## src/rtl/tt_sweep_capture.sv

```systemverilog
// Clocked truth-table sweep: drives all 16 {a,b,c,d} vectors into a 4-input block,
// samples f at the end of each hold window and checks the table against EXPECTED.
// Optional macro TT_SWEEP_ERRCNT_EN adds the err_cnt mismatch-count output.
module tt_sweep_capture #(
  parameter int unsigned HOLD_CYCLES = 4,
  parameter logic [15:0] EXPECTED    = 16'h0000
) (
  input  logic        clk,
  input  logic        rst,
  input  logic        start,
  input  logic        f,
  output logic        a,
  output logic        b,
  output logic        c,
  output logic        d,
  output logic        busy,
  output logic        done,
  output logic [15:0] truth_table,
  output logic        pass,
  output logic [3:0]  fail_idx
`ifdef TT_SWEEP_ERRCNT_EN
  ,
  output logic [4:0]  err_cnt
`endif
);

  typedef enum logic [1:0] {IDLE, SWEEP, DONE} state_t;

  localparam logic [7:0] LAST_CNT = 8'(HOLD_CYCLES - 1);

  state_t      state_q, state_d;
  logic [3:0]  idx_q, idx_d;
  logic [7:0]  cnt_q, cnt_d;
  logic [15:0] tab_q, tab_d;
  logic [15:0] tab_cap;
  logic [15:0] diff;
  logic        pass_q, pass_d;
  logic [3:0]  fidx_q, fidx_d;
  logic [3:0]  vec_q, vec_d;
  logic        busy_q, busy_d;
  logic        done_q, done_d;
  logic [4:0]  err_q, err_d;

  function automatic logic [3:0] lowest_set(input logic [15:0] x);
    logic [3:0] r;
    r = 4'd0;
    for (int k = 15; k >= 0; k--) begin
      if (x[k]) r = k[3:0];
    end
    return r;
  endfunction

  function automatic logic [4:0] popcount(input logic [15:0] x);
    logic [4:0] r;
    r = 5'd0;
    for (int k = 0; k < 16; k++) begin
      r = r + 5'(x[k]);
    end
    return r;
  endfunction

  // Table as it will look after the current sample is written; results at the
  // DONE entry edge are taken from this so they are valid during DONE itself.
  always_comb begin
    tab_cap        = tab_q;
    tab_cap[idx_q] = f;
    diff           = tab_cap ^ EXPECTED;
  end

  always_comb begin
    state_d = state_q;
    idx_d   = idx_q;
    cnt_d   = cnt_q;
    tab_d   = tab_q;
    pass_d  = pass_q;
    fidx_d  = fidx_q;
    err_d   = err_q;
    vec_d   = 4'd0;
    busy_d  = 1'b0;
    done_d  = 1'b0;
    case (state_q)
      IDLE: begin
        if (start) begin
          state_d = SWEEP;
          idx_d   = 4'd0;
          cnt_d   = 8'd0;
          tab_d   = 16'd0;
          pass_d  = 1'b0;
          fidx_d  = 4'd0;
          err_d   = 5'd0;
          busy_d  = 1'b1;
        end
      end
      SWEEP: begin
        busy_d = 1'b1;
        vec_d  = idx_q;
        if (cnt_q == LAST_CNT) begin
          tab_d = tab_cap;
          if (idx_q == 4'd15) begin
            state_d = DONE;
            busy_d  = 1'b0;
            vec_d   = 4'd0;
            done_d  = 1'b1;
            pass_d  = (diff == 16'd0);
            fidx_d  = lowest_set(diff);
            err_d   = popcount(diff);
          end else begin
            idx_d = idx_q + 4'd1;
            cnt_d = 8'd0;
            vec_d = idx_q + 4'd1;
          end
        end else begin
          cnt_d = cnt_q + 8'd1;
        end
      end
      DONE: begin
        state_d = IDLE;
      end
      default: begin
        state_d = IDLE;
      end
    endcase
  end

  always_ff @(posedge clk) begin
    if (rst) begin
      state_q <= IDLE;
      idx_q   <= 4'd0;
      cnt_q   <= 8'd0;
      tab_q   <= 16'd0;
      pass_q  <= 1'b0;
      fidx_q  <= 4'd0;
      err_q   <= 5'd0;
      vec_q   <= 4'd0;
      busy_q  <= 1'b0;
      done_q  <= 1'b0;
    end else begin
      state_q <= state_d;
      idx_q   <= idx_d;
      cnt_q   <= cnt_d;
      tab_q   <= tab_d;
      pass_q  <= pass_d;
      fidx_q  <= fidx_d;
      err_q   <= err_d;
      vec_q   <= vec_d;
      busy_q  <= busy_d;
      done_q  <= done_d;
    end
  end

  assign {a, b, c, d} = vec_q;
  assign busy         = busy_q;
  assign done         = done_q;
  assign truth_table  = tab_q;
  assign pass         = pass_q;
  assign fail_idx     = fidx_q;

`ifdef TT_SWEEP_ERRCNT_EN
  assign err_cnt = err_q;
`else
  logic unused_err;
  assign unused_err = ^err_q;
`endif

endmodule

```

## config.mk

```make
export PLATFORM = sky130hd
export DESIGN_NAME = tt_sweep_capture
export DESIGN_NICKNAME = d
export VERILOG_FILES = /design/src/rtl/tt_sweep_capture.sv
export SDC_FILE = /design/constraint.sdc
export NUM_CORES = 1
export LEC_CHECK = 0
export ABC_AREA = 1
export BUFFER_PORTS_ARGS = -buffer_cell sky130_fd_sc_hd__buf_4
export CAP_MARGIN = 20
export CORE_MARGIN = 5
export CORE_UTILIZATION = 61
export CTS_CLUSTER_SIZE = 25
export DETAILED_ROUTE_END_ITERATION = 8
export PLACE_DENSITY_LB_ADDON = 0.15
export SLEW_MARGIN = 20
export SYNTH_ARGS = -nofsm -noshare
export SYNTH_HDL_FRONTEND = slang
export SYNTH_SLANG_ARGS = --single-unit
```

## constraint.sdc

```tcl
create_clock -name clk -period 6.2 [get_ports clk]
set_input_delay 0.62 -clock clk [delete_from_list [all_inputs] [get_ports clk]]
set_output_delay 0.62 -clock clk [all_outputs]
set_load 0.02 [all_outputs]
```

==> impl_metrics.tcl, run 1 <==
set metrics [dict create \
    run_status "finished, final reports clean" \
    groute.usage.overall_pct 21.3 \
    syn-cell-area_um2 2200 \
    clock-skew-final_ns 0.00873 \
    clock_tree_buffer_depth 2 \
    yosysSeqAreaShare_pct 37.3 \
    die_width_um 70.1 \
    vias_per_cell 5.41 \
    synth_async_sr_flop_share_pct 0 \
    critPathLaunchType "flip-flop" \
    power.ir.vdd_worst_v 0.000150 \
    worst_setup_hold_path_clk_slew_ns 0.12 \
    dominantRegCellSynth "dfxtp_1" \
    layout.filler_cells 282 \
    drv_cap 0 \
    design.die.area_um2 4910 \
    most_common_cell_in_the_netlist "nand2_1" \
    io_pins 31 \
    synthesis.yosys.warnings 0 \
    slew_headroom_pct 45.3 \
    diodes 0 \
    cts-htree-levels 2 \
    core_area_um2 3420 \
    tritoncts_clock_tree "done" \
    yosysTopAreaCellShare_pct 37.3 \
    wl_mm 5.10 \
    via_count 2106 \
    synth_seq_cells 41 \
    synthesis.instances 315 \
    setup_repair_after_global_routing_missed_its_margin "false" \
    synth_common_cells "69 x nand2_1, 41 x dfxtp_1, 33 x nor2_1" \
    cts.sink_count 41 \
    flow.area_growth_from_synthesis_pct 14.1 \
    ys_top_cells_by_area "dfxtp_1 37%, nand2_1 12%, a21oi_1 6.4%" \
    maxSlewViolCount 0 \
    dpl_cells 382 \
    wl_per_cell_um 13.1 \
    finalWorstPathRequiredPeriod_ns 2.78 \
    cts-buffers-inserted 5 \
    timing.hold.ws_ns 0.472 \
    synth_top_area_cell "dfxtp_1" \
    stdcell_area_um2 2510 \
    timing.fmax_mhz 360 \
    p_leak_nw 1.06 \
    clockRootBuffer "clkbuf_4" \
    final_cells 389 \
    postRouteAntennaNets 0 \
    detailedPlacementHpwl_mm 3.78 \
    synthDistinctLibCells 35 \
    synth-edff-count 0 \
    worst_skew_pair.late_latency_ns 0.35 \
    placement.cell_area_um2 2440 \
    cts_post_setup_buffers_inserted 0 \
    global_route_wire_length_before_repair_mm 8.61 \
    drt_drc_violations_left 0 \
    nNetsFinal 352 \
    crit_arrival_ns 3.02 \
    crit_fanout 27 \
    synthesized_net_count 324 \
    setup_viol 0 \
    period_share_pct 44.8 \
    floorplan.die.height_um 70.1 \
    setup-tns-final_ns 0 \
    report.final.hold_viol_count 0 \
    placement_rows 21 \
    power.density_nw_per_um2 216 \
    critPathCaptureType "flip-flop" \
    syn-mean-instance-area_um2 6.99 \
    hp-class "reg2reg" \
    grt-ovfl-total 0 \
    post-layout-total-power_mw 0.544 \
    gpl.final_weighted_congestion 0.884 \
    number_of_buffers_inserted_by_port_buffering 30 \
    post_route_cells_drive_above_1_share_pct 17.5 \
    drt_iter0_markers 202 \
    cts.repair.resized 0 \
    worstPathRequired_ns 6.45 \
    cts-hold-fix-buffers 0 \
    worst-slew-pin-transition_ns 0.818 \
    grt_pass1_vias 1865 \
    initial_core_util_pct 64.5 \
    grt_antenna_before_repair 0 \
    largest_net_degree_at_the_start_of_global_routing 28 \
    pre_antenna_drt_iters 5 \
    critical_setup_path_kind "reg2reg" \
]
path summary, 6_finish.rpt:
path | slack, ns | cells past startpoint | start | endpoint
min reg2reg | 0.47 | 2 | fail_idx[2]$_SDFFE_PP0P_ | fail_idx[2]$_SDFFE_PP0P_
min | 0.47 | 2 | fail_idx[2]$_SDFFE_PP0P_ | fail_idx[2]$_SDFFE_PP0P_
max | 3.42 | 9 | state_q[0]$_SDFFE_PP0P_ | fail_idx[1]$_SDFFE_PP0P_
max reg2reg | 3.42 | 9 | state_q[0]$_SDFFE_PP0P_ | fail_idx[1]$_SDFFE_PP0P_
power breakdown:
group	switching (mW)	leakage, nW	internal, mW	total [mW]
Combinational	0.0657	0.688	0.0312	0.0969
Sequential	0.00656	0.333	0.272	0.279
Clock	0.0855	0.0410	0.0821	0.168
Total	0.158	1.06	0.386	0.544
state kept, by name (all words and copies together) (netlist names):
register and cells:
fail_idx 4, vec_q 4, idx_q 4, busy 1, pass 1, truth_table 16
state_q 2, cnt_q 8, done 1
logic make-up (layout without fill, tap and decap cells):
family | count (synthesis) | count (layout) | share of synthesized area, %
adders and majority gates | 5 | 5 | 2.84
DFF | 41 | 41 | 37.3
buffers and inverters | 48 | 76 | 8.69
and+or+nand+nor | 147 | 147 | 31.5
AOI/OAI and AO/OA | 71 | 71 | 18.5
xor gates and xnor gates | 3 | 3 | 1.19
per-stage QoR:
stage                     setup WS, ns  util [%]
after detailed placement          3.51      71.4
after global placement            3.64      71.4
final                             3.42      73.6
after global routing              3.19      73.6
after floorplan                   4.28         -
after CTS                         3.47      73.6
worst max-delay path, stage by stage (launching register included):
cell      delay, ns
dfxtp_1        0.35
inv_1          0.04
nor2_1         0.61
inv_2          0.26
o21ai_4        0.57
inv_1          0.34
nor2_2         0.20
inv_2          0.08
o21ai_0        0.15
a211oi_1       0.06
cells in the final DEF (no fill, tap or decap), drive strengths merged, types with 2 or more instances in the layout:
| cell type | synthesis | final |
|---|---|---|
| a31oi | 2 | 2 |
| nor3 | 4 | 4 |
| or2 | 5 | 5 |
| nand4 | 4 | 4 |
| nand3 | 23 | 23 |
| buf | 5 | 30 |
| o211a | 3 | 3 |
| inv | 39 | 39 |
| a21oi | 28 | 28 |
| o21ai | 29 | 29 |
| dfxtp | 41 | 41 |
| xnor2 | 2 | 2 |
| a211oi | 4 | 4 |
| nand2 | 71 | 71 |
| nor4 | 5 | 5 |
| nor2 | 35 | 35 |
| ha | 5 | 5 |
| clkbuf | 4 | 5 |
metal layers:
metal	wire length [µm]	track usage (%)	share of wire (%)	vias to the layer above
met1	2360	29.2	46	953
met3	358	4.73	7.0	6
met5	0	0	0	-
li1	-	-	-	1091
met2	2350	33.3	46	56
met4	34	6.38	0.67	0
final cells by class:
type                    count  area (µm²)  area share (%)
multi-input cells         226        1190            47.4
inverters                  39         146            5.83
clock buffers               5        37.5            1.49
clock inverters             2        35.0            1.39
repair buffers             30         225            8.96
well taps                  46        57.6            2.29
flip-flops and latches     41         821            32.7
(Power assumes the default switching activity.)
==> run 2: changes to the inputs <==
Settings changed: CORE_UTILIZATION 61 to 57.
Clock period 6.2 ns to 2.7 ns, I/O delays scaled along.
==> run 2 against run 1 <==
Compared with the run above: design area increased by 1.5%; cell count grew 1.5%; clock-buffer cell count unchanged; clock power rose by 140%; largest power group unchanged; first-iteration DRC count down 21%; clock skew is 0.0010 ns higher.
==> impl_metrics.tcl, run 2 (synthesis results as in run 1) <==
set metrics [dict create \
    run_status "finished, final reports clean" \
    stdcell_area_um2 2550 \
    worst_path_max_delay_cell "nor4_4" \
    critPathLaunchType "flip-flop" \
    initial_core_util_pct 59.7 \
    worst_setup_margin_ns 0.368 \
    post_route_cells_drive_above_1_share_pct 18.4 \
    io_pins 31 \
    critical_setup_path_kind "reg2reg" \
    detailedPlacementHpwl_mm 3.96 \
    period_share_pct 86.4 \
    global_route_wire_length_before_repair_mm 8.75 \
    power.density_nw_per_um2 497 \
    hp-class "in2reg" \
    finalWorstPathRequiredPeriod_ns 2.33 \
    number_of_buffers_inserted_by_port_buffering 30 \
    cts-hold-fix-buffers 0 \
    power.ir.vdd_worst_v 0.000373 \
    placement.cell_area_um2 2460 \
    clock_tree_buffer_depth 2 \
    cts-buffers-inserted 5 \
    final_common_cell "nand2_1" \
    wl_mm 5.35 \
    m1WireLength_mm 2.46 \
    routed-wl-met3_um 281 \
    groute.usage.overall_pct 21.2 \
    maxUsedRoutingLayer "met4" \
    vias_per_cell 5.40 \
    maxSlewViolCount 0 \
    drv_cap 0 \
    leading_cell_types_in_the_layout_fill_and_taps_excluded "69 x nand2_1, 41 x dfxtp_1, 33 x nor2_1, 33 x buf_4, 30 x inv_1" \
    holdPathStages 2 \
    cp_cell_sequence "ha_1 -> inv_1 -> nor4_4 -> inv_2 -> o21ai_4 -> inv_1 -> nor2_2 -> inv_2 -> o21ai_0 -> a211oi_1" \
    largest_net_degree_at_the_start_of_global_routing 26 \
    worst-slew-pin-transition_ns 0.411 \
    report.final.hold_viol_count 0 \
    dpl_cells 387 \
    clockRootBuffer "clkbuf_8" \
    core_area_um2 3690 \
    cpPeakStageDelay_ns 0.40 \
    worst_skew_pair.late_latency_ns 0.30 \
    clock-skew-final_ns 0.00974 \
    cts.sink_count 41 \
    floorplan.die.height_um 72.2 \
    final_cells 395 \
    wl_per_cell_um 13.6 \
    final_core_utilization_pct 69.2 \
    cts.repair.resized 0 \
    drt_iter0_markers 159 \
    largest_reg_flops 16 \
    timing.fmax_mhz 429 \
    dpl_worst_slack_ns 0.380 \
    grt_antenna_before_repair 0 \
    setup_repair_after_global_routing_missed_its_margin "false" \
    grt-ovfl-total 0 \
    tritoncts_clock_tree "done" \
    setup_viol 0 \
    postRouteAntennaNets 0 \
    placement_rows 22 \
    gpl.final_weighted_congestion 0.951 \
    diodes 0 \
    nNetsFinal 355 \
    reg2reg_depth 10 \
    worst_setup_hold_path_clk_slew_ns 0.08 \
    post-layout-total-power_mw 1.27 \
    die_width_um 72.2 \
    timing.hold.ws_ns 0.324 \
    slew_headroom_pct 72.6 \
    wl_met2_mm 2.51 \
    setup-tns-final_ns 0 \
    p_leak_nw 1.08 \
    cts-htree-levels 2 \
    crit_arrival_ns 2.52 \
    pre_antenna_drt_iters 4 \
    design.die.area_um2 5210 \
    grt_pass1_vias 1873 \
    critPathCaptureType "flip-flop" \
    worstPathRequired_ns 2.89 \
    via_count 2134 \
    drt_drc_violations_left 0 \
    cts_post_setup_buffers_inserted 0 \
    crit_fanout 12 \
    flow.area_growth_from_synthesis_pct 15.9 \
]
run 2: worst paths after layout:
path	start	to	slack, ns
max	cnt_q[0]$_SDFFE_PP0P_	fail_idx[1]$_SDFFE_PP0P_	0.37
min	rst	busy$_SDFF_PP0_	0.32
max reg2reg	cnt_q[0]$_SDFFE_PP0P_	fail_idx[1]$_SDFFE_PP0P_	0.37
min reg2reg	fail_idx[0]$_SDFFE_PP0P_	fail_idx[0]$_SDFFE_PP0P_	0.47
run 2: cell type report:
cell class / instances / area (µm²)
multi-input cells: 226 / 1190
fillers: 340 / 1140
flip-flops and latches: 41 / 821
repair buffers: 33 / 248
inverters: 39 / 146
clock buffers: 5 / 68.8
well taps: 48 / 60.1
clock inverters: 3 / 17.5
run 2: layer usage:
layer  global-route usage [%]  up-vias
met4                     7.93        0
met3                     4.85       10
met5                        0        -
met2                     33.3       57
met1                     28.2      967
li1                         -     1100
run 2: power by group:
part           total, mW  internal, mW  switching (mW)  leakage, nW
clock network      0.397         0.178           0.219       0.0439
logic              0.229        0.0754           0.154        0.704
registers          0.640         0.625          0.0152        0.333
run 2: critical path: cells and delay by family (launching register included):
family	cells	cell delay, ns
flops	1	0.38
buf+inv	4	0.54
simple gates	2	0.57
compound gates	3	0.51
fa+ha+maj	1	0.22
==> run 3: changes to the inputs <==
Settings changed: BUFFER_PORTS_ARGS -buffer_cell sky130_fd_sc_hd__buf_4 to -buffer_cell sky130_fd_sc_hd__buf_2.
==> run 3 against run 2 <==
Compared with the run above: wire length down 2.3%; first-iteration DRC count is 14% higher; fmax fell by 1.6%; via count rose by 1.4%; critical path type unchanged; critical endpoint unchanged.
==> impl_metrics.tcl, run 3 (synthesis results as in run 1) <==
set metrics [dict create \
    run_status "finished, final reports clean" \
    io_pins 31 \
    groute.usage.overall_pct 20.9 \
    detailedPlacementHpwl_mm 3.87 \
    power.ir.vdd_worst_v 0.000366 \
    leading_cell_types_in_the_layout_fill_and_taps_excluded "69 x nand2_1, 41 x dfxtp_1, 33 x nor2_1, 30 x inv_1, 30 x buf_2" \
    die_width_um 72.2 \
    cts-buffers-inserted 5 \
    globalRouteMet3Util_pct 5.26 \
    critical_path.startpoint "cnt_q[0]$_SDFFE_PP0P_" \
    hold-path-endpoint "busy$_SDFF_PP0_" \
    via_count 2163 \
    setup_repair_after_global_routing_missed_its_margin "false" \
    worstPathRequired_ns 2.88 \
    setup_viol 0 \
    worst_setup_margin_ns 0.329 \
    use_met2_pct 33.6 \
    global_route_wire_length_before_repair_mm 8.63 \
    gr_layer_usage_met1_pct 27.1 \
    largest_reg_flops 16 \
    wl_mm 5.23 \
    slew_headroom_pct 69.9 \
    cts-hold-fix-buffers 0 \
    nNetsFinal 355 \
    power.density_nw_per_um2 544 \
    pre_antenna_drt_iters 4 \
    grt_antenna_before_repair 0 \
    design.die.area_um2 5210 \
    postRouteAntennaNets 0 \
    worst_setup_hold_path_clk_slew_ns 0.07 \
    tritoncts_clock_tree "done" \
    cts-htree-levels 2 \
    rr_startpoint "cnt_q[0]$_SDFFE_PP0P_" \
    flow.area_growth_from_synthesis_pct 13.8 \
    critPathLaunchType "flip-flop" \
    dpl_worst_slack_ns 0.357 \
    hp-class "in2reg" \
    timing.fmax_mhz 422 \
    floorplan.die.height_um 72.2 \
    critPathCaptureType "flip-flop" \
    setup-tns-final_ns 0 \
    grt_pass1_vias 1921 \
    initial_core_util_pct 59.7 \
    drv_cap 0 \
    crit_arrival_ns 2.56 \
    placement_rows 22 \
    r2r_end "fail_idx[1]$_SDFFE_PP0P_" \
    crit_fanout 14 \
    vias_per_cell 5.48 \
    hp-start "rst" \
    p_leak_nw 1.09 \
    report.final.hold_viol_count 0 \
    grt-busiest-layer "met2" \
    drt_drc_violations_left 0 \
    reg2reg_depth 10 \
    clock-skew-final_ns 0.00511 \
    gpl.final_weighted_congestion 0.919 \
    clock_tree_buffer_depth 2 \
    cts.repair.resized 0 \
    worst_skew_pair.late_latency_ns 0.29 \
    diodes 0 \
    core_area_um2 3690 \
    worst-slew-pin-transition_ns 0.451 \
    wl_per_cell_um 13.2 \
    final_common_cell "nand2_1" \
    largest_net_degree_at_the_start_of_global_routing 26 \
    cts_post_setup_buffers_inserted 0 \
    cts.sink_count 41 \
    finalWorstPathRequiredPeriod_ns 2.37 \
    critical_setup_path_kind "reg2reg" \
    clockRootBuffer "clkbuf_8" \
    holdPathStages 2 \
    grt-ovfl-total 0 \
    post_route_cells_drive_above_1_share_pct 18.2 \
    period_share_pct 87.8 \
    number_of_buffers_inserted_by_port_buffering 30 \
    maxSlewViolCount 0 \
    reg2reg_slack_ns 0.33 \
    layout.filler_cells 346 \
    drt_iter0_markers 181 \
]
-- run 3: area by class of cell --
cell class	instances	area, µm²	area share (%)
multi-input cells	226	1190	47.5
clock buffers	7	86.3	3.44
inverters	39	146	5.84
clock inverters	1	30.0	1.20
repair buffers	33	173	6.89
well taps	48	60.1	2.40
flip-flops and latches	41	821	32.8
-- run 3: layer usage --
metal	share of wire [%]	routed length, µm	up-vias
met4	2.4	127	0
met5	0	0	-
met2	45	2370	56
li1	-	-	1110
met3	5.5	286	15
met1	47	2440	982
-- run 3: how the worst max path moves through the flow --
stage                                    end
global route        fail_idx[0]$_SDFFE_PP0P_
finish              fail_idx[1]$_SDFFE_PP0P_
global placement    fail_idx[1]$_SDFFE_PP0P_
detailed placement  fail_idx[1]$_SDFFE_PP0P_
CTS                 fail_idx[1]$_SDFFE_PP0P_
floorplan           fail_idx[0]$_SDFFE_PP0P_
-- run 3: power by group --
part	switching (mW)	internal (mW)	leakage, nW
registers	0.0138	0.625	0.333
clock network	0.204	0.301	0.0585
logic	0.154	0.0657	0.700
-- run 3: metrics by stage --
step           cells  power, mW  instance area [µm²]  hold WS [ns]  utilization [%]
2_1_floorplan    315      0.811                 2200         0.444                -
5_1_grt          395       1.43                 2510         0.428             67.9
3_5_place_dp     387      0.870                 2390         0.455             64.8
3_3_place_gp     387      0.867                 2390         0.452             64.8
6_report         395       1.36                 2510         0.397             67.9
4_1_cts          395       1.38                 2510         0.397             67.9
-- run 3: critical path: stages, from the launching register on --
cell	delay, ns
dfxtp_1	0.37
ha_1	0.20
inv_1	0.10
nor4_4	0.40
inv_2	0.10
o21ai_4	0.32
inv_1	0.28
nor2_2	0.18
inv_2	0.08
o21ai_0	0.15
a211oi_1	0.06
